[src/rtl/vx_tcu_tile_agu.sv]
// vx_tcu_tile_agu: walks a rows x cols tile row-major, emitting one element address per request handshake.
`ifndef XLEN
`define XLEN 32
`endif
module vx_tcu_tile_agu #(
   parameter  int XLEN       = `XLEN,
   parameter  int MAX_ROWS   = 16,
   parameter  int MAX_COLS   = 16,
   parameter  int ELEM_BYTES = 4,
   localparam int RW         = $clog2(MAX_ROWS + 1),
   localparam int CW         = $clog2(MAX_COLS + 1)
) (
   input  logic            clk,
   input  logic            reset,
   input  logic            cmd_valid,
   output logic            cmd_ready,
   input  logic [XLEN-1:0] cmd_base,
   input  logic [XLEN-1:0] cmd_stride,
   input  logic [RW-1:0]   cmd_rows,
   input  logic [CW-1:0]   cmd_cols,
   input  logic            cmd_load,
   output logic            req_valid,
   input  logic            req_ready,
   output logic [XLEN-1:0] req_addr,
   output logic            req_load,
   output logic            busy,
   output logic            done
);
   typedef enum logic [1:0] {IDLE, ISSUE, DONE} state_t;
   state_t state, state_n;
   logic [XLEN-1:0] stride_q, row_base;
   logic [RW-1:0] rows_q, row_cnt;
   logic [CW-1:0] cols_q, col_cnt;
   logic accept, fire, last_col, last_row;
   assign accept    = cmd_valid && cmd_ready;
   assign fire      = req_valid && req_ready;
   assign last_col  = col_cnt == cols_q - CW'(1);
   assign last_row  = row_cnt == rows_q - RW'(1);
   assign cmd_ready = state == IDLE && !reset;
   assign req_valid = state == ISSUE;
   assign busy      = state != IDLE;
   assign done      = state == DONE;
   always_comb begin
      state_n = state;
      case (state)
         IDLE:    if (accept) state_n = (cmd_rows == '0 || cmd_cols == '0) ? DONE : ISSUE;
         ISSUE:   if (fire && last_col && last_row) state_n = DONE;
         default: state_n = IDLE;
      endcase
   end
   always_ff @(posedge clk) begin
      if (reset) state <= IDLE;
      else       state <= state_n;
   end
   // Row starts are accumulated so the next row address is a single add, no multiply.
   always_ff @(posedge clk) begin
      if (reset) begin
         req_addr <= '0;
         req_load <= 1'b0;
         row_base <= '0;
         stride_q <= '0;
         rows_q   <= '0;
         cols_q   <= '0;
         row_cnt  <= '0;
         col_cnt  <= '0;
      end else if (accept) begin
         req_addr <= cmd_base;
         req_load <= cmd_load;
         row_base <= cmd_base;
         stride_q <= cmd_stride;
         rows_q   <= cmd_rows;
         cols_q   <= cmd_cols;
         row_cnt  <= '0;
         col_cnt  <= '0;
      end else if (fire && last_col) begin
         row_base <= row_base + stride_q;
         req_addr <= row_base + stride_q;
         col_cnt  <= '0;
         row_cnt  <= row_cnt + RW'(1);
      end else if (fire) begin
         req_addr <= req_addr + XLEN'(ELEM_BYTES);
         col_cnt  <= col_cnt + CW'(1);
      end
   end
endmodule

[config.mk]
export PLATFORM = sky130hd
export DESIGN_NAME = vx_tcu_tile_agu
export DESIGN_NICKNAME = d
export VERILOG_FILES = /design/src/rtl/vx_tcu_tile_agu.sv
export SDC_FILE = /design/constraint.sdc
export NUM_CORES = 1
export LEC_CHECK = 0
export ABC_AREA = 1
export BUFFER_PORTS_ARGS = -buffer_cell sky130_fd_sc_hd__buf_2
export CAP_MARGIN = 20
export CORE_ASPECT_RATIO = 1.5
export CORE_MARGIN = 8
export CORE_UTILIZATION = 50
export DETAILED_ROUTE_END_ITERATION = 7
export GPL_ROUTABILITY_DRIVEN = 0
export PLACE_DENSITY = 0.71
export SYNTH_ARGS = -nofsm -noshare
export SYNTH_HDL_FRONTEND = slang
export SYNTH_SLANG_ARGS = --single-unit
export TNS_END_PERCENT = 100
[constraint.sdc]
create_clock -name clk -period 3 [get_ports clk]
set_input_delay 0 -clock clk [delete_from_list [all_inputs] [get_ports clk]]
set_output_delay 0 -clock clk [all_outputs]
set_load 0.05 [all_outputs]
==> results of run 1 <==
==> state kept, by name, indices dropped and copies added (netlist names) <==
signal    cells
col_cnt       5
row_cnt       5
cols_q        5
rows_q        5
req_addr     32
req_load      1
stride_q     32
state         2
row_base     32
==> placed cells by master, fill, tap and decap left out, types with 3 or more instances in the layout <==
master,synthesis,routed
o21bai_1,5,5
xor2_1,21,21
or2_2,7,7
buf_4,4,6
inv_1,221,221
nand3_1,107,107
nor2_2,5,5
nand3b_1,4,4
o211ai_1,3,3
a22o_1,34,34
a21oi_1,49,49
nand2_1,434,434
clkinv_2,0,6
o21ai_1,5,5
nand4_1,13,13
clkbuf_1,10,5
xnor2_1,25,25
nor2_4,3,3
o22ai_1,5,5
and2_1,4,4
ha_1,36,36
a31oi_1,7,7
nor3_1,12,12
clkbuf_16,0,17
o21ai_0,66,66
a21o_1,3,3
nor2_1,97,97
dfxtp_1,119,119
dlygate4sd3_1,0,76
buf_2,18,115
==> through the flow <==
stage               cells  total power, mW  cell area [um2]   util  worst slack, ns
finish               1745             4.95            10400  0.626            0.508
CTS                  1744             4.96            10300  0.625            0.322
floorplan            1344             2.63             8350      -            0.917
global placement     1636             2.90             9030  0.546            0.404
global route         1745             5.17            10400  0.626            0.321
detailed placement   1636             2.92             9030  0.546            0.339
==> path summary, 6_finish.rpt <==
path | endpoint | slack (ns) | cells after the start
hold reg to reg | req_addr[0]$_SDFFE_PP0P_ | 0.47 | 2
hold / removal | row_base[18]$_SDFFE_PP0P_ | 0.01 | 4
setup reg to reg | req_addr[4]$_SDFFE_PP0N_ | 0.51 | 11
setup / recovery | req_addr[4]$_SDFFE_PP0N_ | 0.51 | 11
==> cell type report <==
type / instances / area share
flip-flops and latches: 119 / 0.230
inverters: 225 / 0.0818
multi-input cells: 961 / 0.475
repair buffers: 198 / 0.135
well taps: 210 / 0.0254
clock buffers: 22 / 0.0429
clock inverters: 10 / 0.0101
==> critical path: stages, from the launching register on <==
cell and delay, ns:
dfxtp_1 0.32, inv_1 0.07, ha_1 0.30, xor2_1 0.12
o21ai_0 0.11, nor2_2 0.14, nand2_1 0.14, nor2_8 0.54
nor2_4 0.23, nor2_1 0.21, o21a_1 0.13, nor2_1 0.03
==> per-layer routing <==
layer	share of wire	up-vias	wire length, um	global-route usage
met2	0.50	256	13400	0.442
met4	0.044	0	1180	0.137
li1	-	4601	-	-
met5	0	-	0	0
met3	0.054	75	1440	0.0516
met1	0.40	4097	10600	0.283
==> where the power goes <==
part           total, mW  internal (mW)  switching, mW
sequential          1.83           1.71          0.121
clock               1.97           1.21          0.759
combinational       1.15          0.432          0.722
total               4.95           3.35           1.60
==> cells by family (layout without fill, tap and decap cells) <==
| family | after synthesis | after routing |
|---|---|---|
| AOI/OAI and AO/OA | 182 | 182 |
| xor gates and xnor gates | 46 | 46 |
| adders and majority gates | 37 | 37 |
| buffers and inverters | 264 | 455 |
| DFF | 119 | 119 |
| and+or+nand+nor | 696 | 696 |
==> flow_summary.yaml, run 1 <==
timing:
  slew_headroom: 0.584
  skew_ns: 0.00883
  finalCriticalPeriod_ns: 2.49
  setup_viol: 0
  worst_pin_slew_ns: 0.625
  setup_tns_ns: 0
  hold_slack_ns: 0.0142
  fmax_mhz: 401
  rsz0062_at_grt: "false"
  maxSlewViolCount: 0
  period_share: 0.831
  finalHoldViolCount: 0
yosys:
  synth_area_um2: 8350
  synthSimpleGateAreaFrac: 0.353
  synth_xor_area_frac: 0.0483
  synthArstFlopShare: 0
  synthAdderAreaFrac: 0.0564
  post-synth-top-count-cell: "nand2_1"
  synth_area_leader_cell: "dfxtp_1"
  synth_compound_area_frac: 0.132
  synth.area.mux_share: 0
  synth.distinct_cells: 44
  ys_ff_latch: 119
  synth_edf_count: 0
  yosys_warnings: 0
  synth_top_family_by_area: "simple AND/OR/NAND/NOR gates"
  postSynthCellCount: 1344
  yosysSeqAreaShare: 0.285
  synth_area_per_cell_um2: 6.21
  netlist_top_cells_area: "dfxtp_1 (29%), nand2_1 (20%), inv_1 (9.9%)"
  synth_fp_nets: 1460
  synthTopCellsByCount: "nand2_1 (434), inv_1 (221), dfxtp_1 (119)"
  yosys.area.top_type_share: 0.285
  synth_ff_type: "dfxtp_1"
clocking:
  cts_num_sinks: 119
  root_buffer: "clkbuf_16"
  cts_inserted_buffers: 17
  cts_tree: "built"
  htreeDepth: 4
  clkTransAtPathRegs_ns: 0.06
  insertion_delay_ns: 0.43
  post_cts_buffers: 0
  postCtsHoldBufs: 76
  cts_resized: 0
  cts_max_path_buffers: 2
layout:
  nets: 1638
  area_growth_pct: 24.1
  drive_above_1_share: 0.113
  num_antenna_cells: 0
  multi_input_area_um2: 4920
  n_fill_cell: 1556
  ff_latch_area_um2: 2380
critical_path:
  cp-start-kind: "flop"
  arrival_ns: 2.80
  crit_required_ns: 3.30
  crit_path_end_kind: "flop"
  worstSetupPathType: "flop to flop"
  worst-path-max-fanout: 37
  r2r_start: "cols_q[0]$_SDFFE_PP0P_"
  worstSetupStartpoint: "cols_q[0]$_SDFFE_PP0P_"
min_path:
  min_path_type: "input port to flop"
  hp-start: "cmd_base[18]"
detailed_routing:
  drtPass1Iterations: 5
  antenna_left: 0
  route.vias.total: 9029
  drt_iter0_markers: 594
  wl_per_cell_um: 15.3
  drt_wl_total_um: 26600
  vias_per_cell: 5.17
  drc: 0
placed_design:
  place_hpwl_um: 19600
  port_buffers: 115
flow_run:
  max_cap_violations: 0
power:
  peakVddDrop_v: 0.000336
  power_density_nw_per_um2: 478
  power_leakage_nw: 5.52
global_route:
  track_usage: 0.255
  grt_pass1_vias: 8862
  grt_max_degree: 46
  grt_pass1_wl_um: 43200
  grt_overflow: 0
  antenna_found_initial: 0
status:
  outcome: "finished clean"
die:
  io_pins: 116
  die_x_um: 121
  core_region_area_um2: 16500
  dieHeight_um: 174
  die_area_um2: 21200
  start_util: 0.504
  rows: 58
(Power assumes the default switching activity.)
==> run 2: changes to the inputs <==
- clock period: 3 -> 2.3 ns (I/O delays scaled with it)
==> flow_summary.yaml, run 2 (synthesis gave the netlist of run 1 again) <==
status:
  outcome: "finished clean"
timing:
  period_share: 0.954
  finalCriticalPeriod_ns: 2.19
  setup_viol: 0
  maxSlewViolCount: 0
  finalHoldViolCount: 0
  setup_tns_ns: 0
  fmax_mhz: 456
  worst_pin_slew_ns: 0.602
  skew_ns: 0.00806
  slew_headroom: 0.599
clocking:
  cts_tree: "built"
  clkTransAtPathRegs_ns: 0.06
  cts_inserted_buffers: 17
  cts_num_sinks: 119
  insertion_delay_ns: 0.43
  htreeDepth: 4
  cts_max_path_buffers: 2
  root_buffer: "clkbuf_16"
die:
  die_x_um: 121
  core_region_area_um2: 16500
  start_util: 0.504
  rows: 58
  io_pins: 116
  dieHeight_um: 174
  die_area_um2: 21200
layout:
  nets: 1671
  num_antenna_cells: 0
  ff_latch_area_um2: 2380
  multi_input_area_um2: 4970
  final_cell_mix: "nand2_1 (430), inv_1 (219), dfxtp_1 (119)"
  final_common_cell: "nand2_1"
  n_fill_cell: 1497
  area_growth_pct: 28.9
  drive_above_1_share: 0.141
  largest_registers: "req_addr: 32 flops, row_base: 32 flops, stride_q: 32 flops"
detailed_routing:
  drtPass1Iterations: 5
  drt_wl_total_um: 28200
  vias_per_cell: 5.21
  antenna_left: 0
  wl_per_cell_um: 15.9
  route.vias.total: 9265
  drc: 0
  drt_iter0_markers: 677
critical_path:
  crit_required_ns: 2.67
  crit_path_end_kind: "flop"
  arrival_ns: 2.57
  worst-path-max-fanout: 13
  cp-start-kind: "flop"
  worstSetupPathType: "flop to flop"
flow_run:
  max_cap_violations: 0
power:
  power_density_nw_per_um2: 602
  power_leakage_nw: 5.72
  finalPower_mw: 6.48
  peakVddDrop_v: 0.000490
global_route:
  grt_overflow: 0
  antenna_found_initial: 0
  grt_pass1_vias: 9254
  grt_pass1_wl_um: 45300
  track_usage: 0.268
  grt_max_degree: 57
min_path:
  min_path_type: "input port to flop"
placed_design:
  port_buffers: 115
  place_hpwl_um: 20600
run 2: cell types whose count changed in the layout (fill, tap and decap cells not counted), moves of 5 or more:
cell	previous run	this run
nor2_1	97	91
buf_4	6	25
dlygate4sd3_1	76	82
nor2_2	5	11
buf_12	1	6
run 2: metrics by stage:
| stage | hold WS, ns | instances | cell area [um2] | setup WS, ns | util |
|---|---|---|---|---|---|
| after floorplan | 0.0660 | 1344 | 8350 | 0.217 | - |
| after global placement | 0.215 | 1651 | 9190 | 0.124 | 0.556 |
| after detailed placement | 0.221 | 1651 | 9190 | 0.0373 | 0.556 |
| after CTS | 0.311 | 1765 | 10500 | 0.0175 | 0.637 |
| after global routing | 0.330 | 1778 | 10800 | -0.00333 | 0.650 |
| final | 0.321 | 1778 | 10800 | 0.106 | 0.650 |
run 2: area by class of cell:
class | instances | share of cell area
clock buffer | 22 | 0.0422
clock inverter | 10 | 0.00744
inverter | 225 | 0.0791
multi-input combinational | 961 | 0.462
sequential | 119 | 0.221
tap | 210 | 0.0244
timing repair buffer | 231 | 0.163
run 2: per-layer routing:
| metal | part of all wire | vias to the layer above | GRT usage |
|---|---|---|---|
| met5 | 0 | - | 0 |
| met4 | 0.047 | 0 | 0.149 |
| met3 | 0.060 | 88 | 0.0585 |
| met2 | 0.50 | 345 | 0.469 |
| met1 | 0.39 | 4175 | 0.290 |
| li1 | - | 4657 | - |
run 2: critical path: stages, from the launching register on:
cell and delay [ns]:
dfxtp_1 0.48, nor2_1 0.10, inv_2 0.09, nor2_4 0.04
nand2_4 0.17, inv_4 0.12, nor2_4 0.15, clkinvlp_4 0.22
o22ai_1 0.17, dlygate4sd3_1 0.58
run 2: where the power goes:
part	switching (mW)	internal [mW]	leakage [nW]
sequential	0.155	2.23	0.977
combinational	0.989	0.619	4.48
clock	0.993	1.50	0.263
total	2.14	4.34	5.72
run 2: worst paths after layout:
check                           startpoint                         to  slack, ns  cells past startpoint
setup / recovery     state[1]$_SDFFE_PP0P_     rows_q[1]$_SDFFE_PP0P_       0.11                      9
setup reg to reg     state[1]$_SDFFE_PP0P_     rows_q[1]$_SDFFE_PP0P_       0.11                      9
hold / removal              cmd_stride[25]  stride_q[25]$_SDFFE_PP0P_       0.32                      3
hold reg to reg   req_addr[1]$_SDFFE_PP0P_   req_addr[1]$_SDFFE_PP0P_       0.47                      2
run 2: timing repair:
item	CTS	global route
hold buffers	82	0
pin swaps	0	4
cloned	0	1
setup buffers	0	12
gates resized for setup	1	21
endpoints found under the hold margin	99	0
setup endpoints to repair	2	39
==> run 3: changes to the inputs <==
- ABC_AREA: 1 -> default
- CAP_MARGIN: 20 -> 25
- PLACE_DENSITY: 0.71 -> 0.72
==> flow_summary.yaml, run 3 <==
clocking:
  insertion_delay_ns: 0.43
  cts_max_path_buffers: 2
  root_buffer: "clkbuf_16"
  cts_num_sinks: 119
  clkTransAtPathRegs_ns: 0.06
  cts_inserted_buffers: 17
  cts_tree: "built"
  htreeDepth: 4
yosys:
  ys_ff_latch: 119
  synth_ff_type: "dfxtp_1"
  synth_top_family_by_area: "simple AND/OR/NAND/NOR gates"
  yosysSeqAreaShare: 0.328
  synth_compound_area_frac: 0.241
  post-synth-top-count-cell: "nand2_1"
  postSynthCellCount: 934
  synth_area_leader_cell: "dfxtp_1"
  synth_area_um2: 7260
  synthSimpleGateAreaFrac: 0.261
  synth.area.mux_share: 0.00431
  synthTopCellsByCount: "nand2_1 (162), dfxtp_1 (119), nor2_1 (83)"
  netlist_top_cells_area: "dfxtp_1 (33%), nand2_1 (8.4%), ha_1 (6.2%)"
  synth_edf_count: 0
  yosys_warnings: 0
  synthAdderAreaFrac: 0.0648
  synth_area_per_cell_um2: 7.77
  synth.distinct_cells: 70
  synthArstFlopShare: 0
  synth_fp_nets: 1050
  yosys.area.top_type_share: 0.328
  synth_xor_area_frac: 0.0652
placed_design:
  place_hpwl_um: 16600
  dp_cells: 1273
  preCtsSetupSlack_ns: -0.226
  post_dp_cell_area_um2: 8660
  port_buffers: 115
detailed_routing:
  drc: 0
  drtPass1Iterations: 5
  drt_wl_total_um: 25200
  route.vias.total: 8116
  vias_per_cell: 5.78
  drt_iter0_markers: 612
  antenna_left: 0
  wl_per_cell_um: 18.0
layout:
  nets: 1311
  drive_above_1_share: 0.311
  fin_area_um2: 10800
  area_growth_pct: 48.2
  instances_no_fill: 1404
  largest_registers: "req_addr: 32 flops, row_base: 32 flops, stride_q: 32 flops"
  n_fill_cell: 1030
  num_antenna_cells: 0
  final_cell_mix: "nand2_1 (159), buf_2 (114), dfxtp_1 (97)"
  final_common_cell: "nand2_1"
timing:
  finalCriticalPeriod_ns: 2.57
  final.setup.worst_slack_ns: -0.271
  slew_headroom: 0.592
  hold_slack_ns: -0.00935
  worst_pin_slew_ns: 0.612
  fmax_mhz: 389
  period_share: 1.12
  maxSlewViolCount: 0
  skew_ns: 0.00637
  rsz0062_at_grt: "true"
  finalHoldViolCount: 1
  setup_viol: 36
critical_path:
  cp-start-kind: "flop"
  crit_path_cell_trace: "ha_4, inv_2, fa_2, nand2b_4, a21oi_4, o2111ai_4, buf_6, a21oi_2, o21ai_2, a21oi_2, nor3_2, nand3b_1, buf_4, a31oi_1"
  r2r_slack_ns: -0.27
  r2r_end: "row_base[30]$_SDFFE_PP0P_"
  arrival_ns: 2.92
  cp_common_cell: "a21oi_2"
  crit_path_end_kind: "flop"
  critical-path-top-delay-family: "compound AO/OA/AOI/OAI gates"
  crit_required_ns: 2.65
  r2r_cells: 14
  slowest_stage: "dfxtp_2"
  r2r_start: "stride_q[0]$_SDFFE_PP0P_"
  worstSetupPathType: "flop to flop"
  worst-path-max-fanout: 2
  crit_buf_inv: 3
  cpPeakStageDelay_ns: 0.35
power:
  power_leakage_nw: 4.63
  peakVddDrop_v: 0.000412
  netSwitchingPower_mw: 2.04
  switching_share: 0.288
  p_comb_frac: 0.219
  power_density_nw_per_um2: 659
  seq_power_share: 0.333
  clkPwrFrac: 0.448
  finalPower_mw: 7.09
  intPower_mw: 5.04
global_route:
  grt_overflow: 0
  grt_pass1_vias: 8223
  track_usage: 0.265
  grt_pass1_wl_um: 39600
  antenna_found_initial: 0
  grt_max_degree: 84
die:
  dieHeight_um: 164
  io_pins: 116
  core_region_area_um2: 14400
  rows: 54
  start_util: 0.504
  die_x_um: 114
  die_area_um2: 18700
min_path:
  hp-start: "cmd_base[27]"
  min_path_type: "input port to flop"
  holdPathStages: 5
  hold_end: "row_base[27]$_SDFFE_PP0P_"
status:
  outcome: "complete, but fails checks"
  violations: "hold timing, setup timing"
flow_run:
  max_cap_violations: 0
run 3: cell count changes in the layout (fill, tap and decap cells not counted), moves of 12 or more:
cell,previous run,this run
nand2_1,430,159
inv_1,219,15
nand3_1,105,26
buf_4,25,92
nand3b_1,4,40
o21ai_0,65,31
a22o_1,34,1
dfxtp_1,119,97
dfxtp_2,0,22
a21oi_2,0,12
run 3: area by class of cell:
class | instances | area [um2] | share of cell area
clock buffer | 18 | 439 | 0.0408
clock inverter | 14 | 251 | 0.0234
inverter | 17 | 63.8 | 0.00593
multi-input combinational | 747 | 5160 | 0.480
sequential | 119 | 2410 | 0.224
tap | 196 | 245 | 0.0228
timing repair buffer | 293 | 2180 | 0.203
run 3: how the worst max path moves through the flow:
stage / from / to / depth (start not counted)
after floorplan: row_base[0]$_SDFFE_PP0P_ / req_addr[24]$_SDFFE_PP0N_ / 12
after global placement: row_base[9]$_SDFFE_PP0P_ / row_base[25]$_SDFFE_PP0P_ / 10
after detailed placement: row_base[9]$_SDFFE_PP0P_ / row_base[25]$_SDFFE_PP0P_ / 10
after CTS: stride_q[0]$_SDFFE_PP0P_ / req_addr[24]$_SDFFE_PP0N_ / 12
after global routing: stride_q[0]$_SDFFE_PP0P_ / req_addr[22]$_SDFFE_PP0N_ / 13
final: stride_q[0]$_SDFFE_PP0P_ / row_base[30]$_SDFFE_PP0P_ / 14
run 3: timing repair:
action,in CTS,in global routing
pin swaps,36,70
hold endpoints to repair,96,0
endpoints found under the setup margin,36,51
buffers inserted,12,19
hold buffers,73,0
resized for setup,33,75
run 3: tightest hold or removal path, stage by stage:
cell,delay [ns]
buf_2,0.08
nand2_1,0.06
o31ai_1,0.08
nor3_2,0.06
a21oi_1,0.11
run 3: stage by stage:
stage,utilization,TNS [ns]
finish,0.747,-3.87
global route,0.747,-8.41
CTS,0.715,-3.64
detailed placement,0.602,-2.71
global placement,0.601,-1.34
floorplan,-,-0.195
run 3: routing by layer:
metal / wire, um / track usage / vias to the layer above
met4: 1010 / 0.144 / 0
met3: 1420 / 0.0500 / 81
li1: - / - / 3890
met5: 0 / 0 / -
met1: 9700 / 0.278 / 3860
met2: 13100 / 0.485 / 285
run 3: logic make-up after synthesis:
kind of cell    count (synthesis)
mux                             3
simple gates                  399
compound gates                254
flops                         119
buf+inv                        68
xor+xnor                       54
fa+ha+maj                      37
run 3: power groups by stage:
| stage | sequential [mW] | combinational, mW | clock [mW] |
|---|---|---|---|
| after global routing | 2.37 | 1.68 | 3.28 |
| after detailed placement | 2.39 | 1.29 | 0 |
| after global placement | 2.38 | 1.28 | 0 |
| final | 2.36 | 1.55 | 3.17 |
| after floorplan | 2.51 | 0.740 | 0 |
| after CTS | 2.35 | 1.43 | 3.19 |
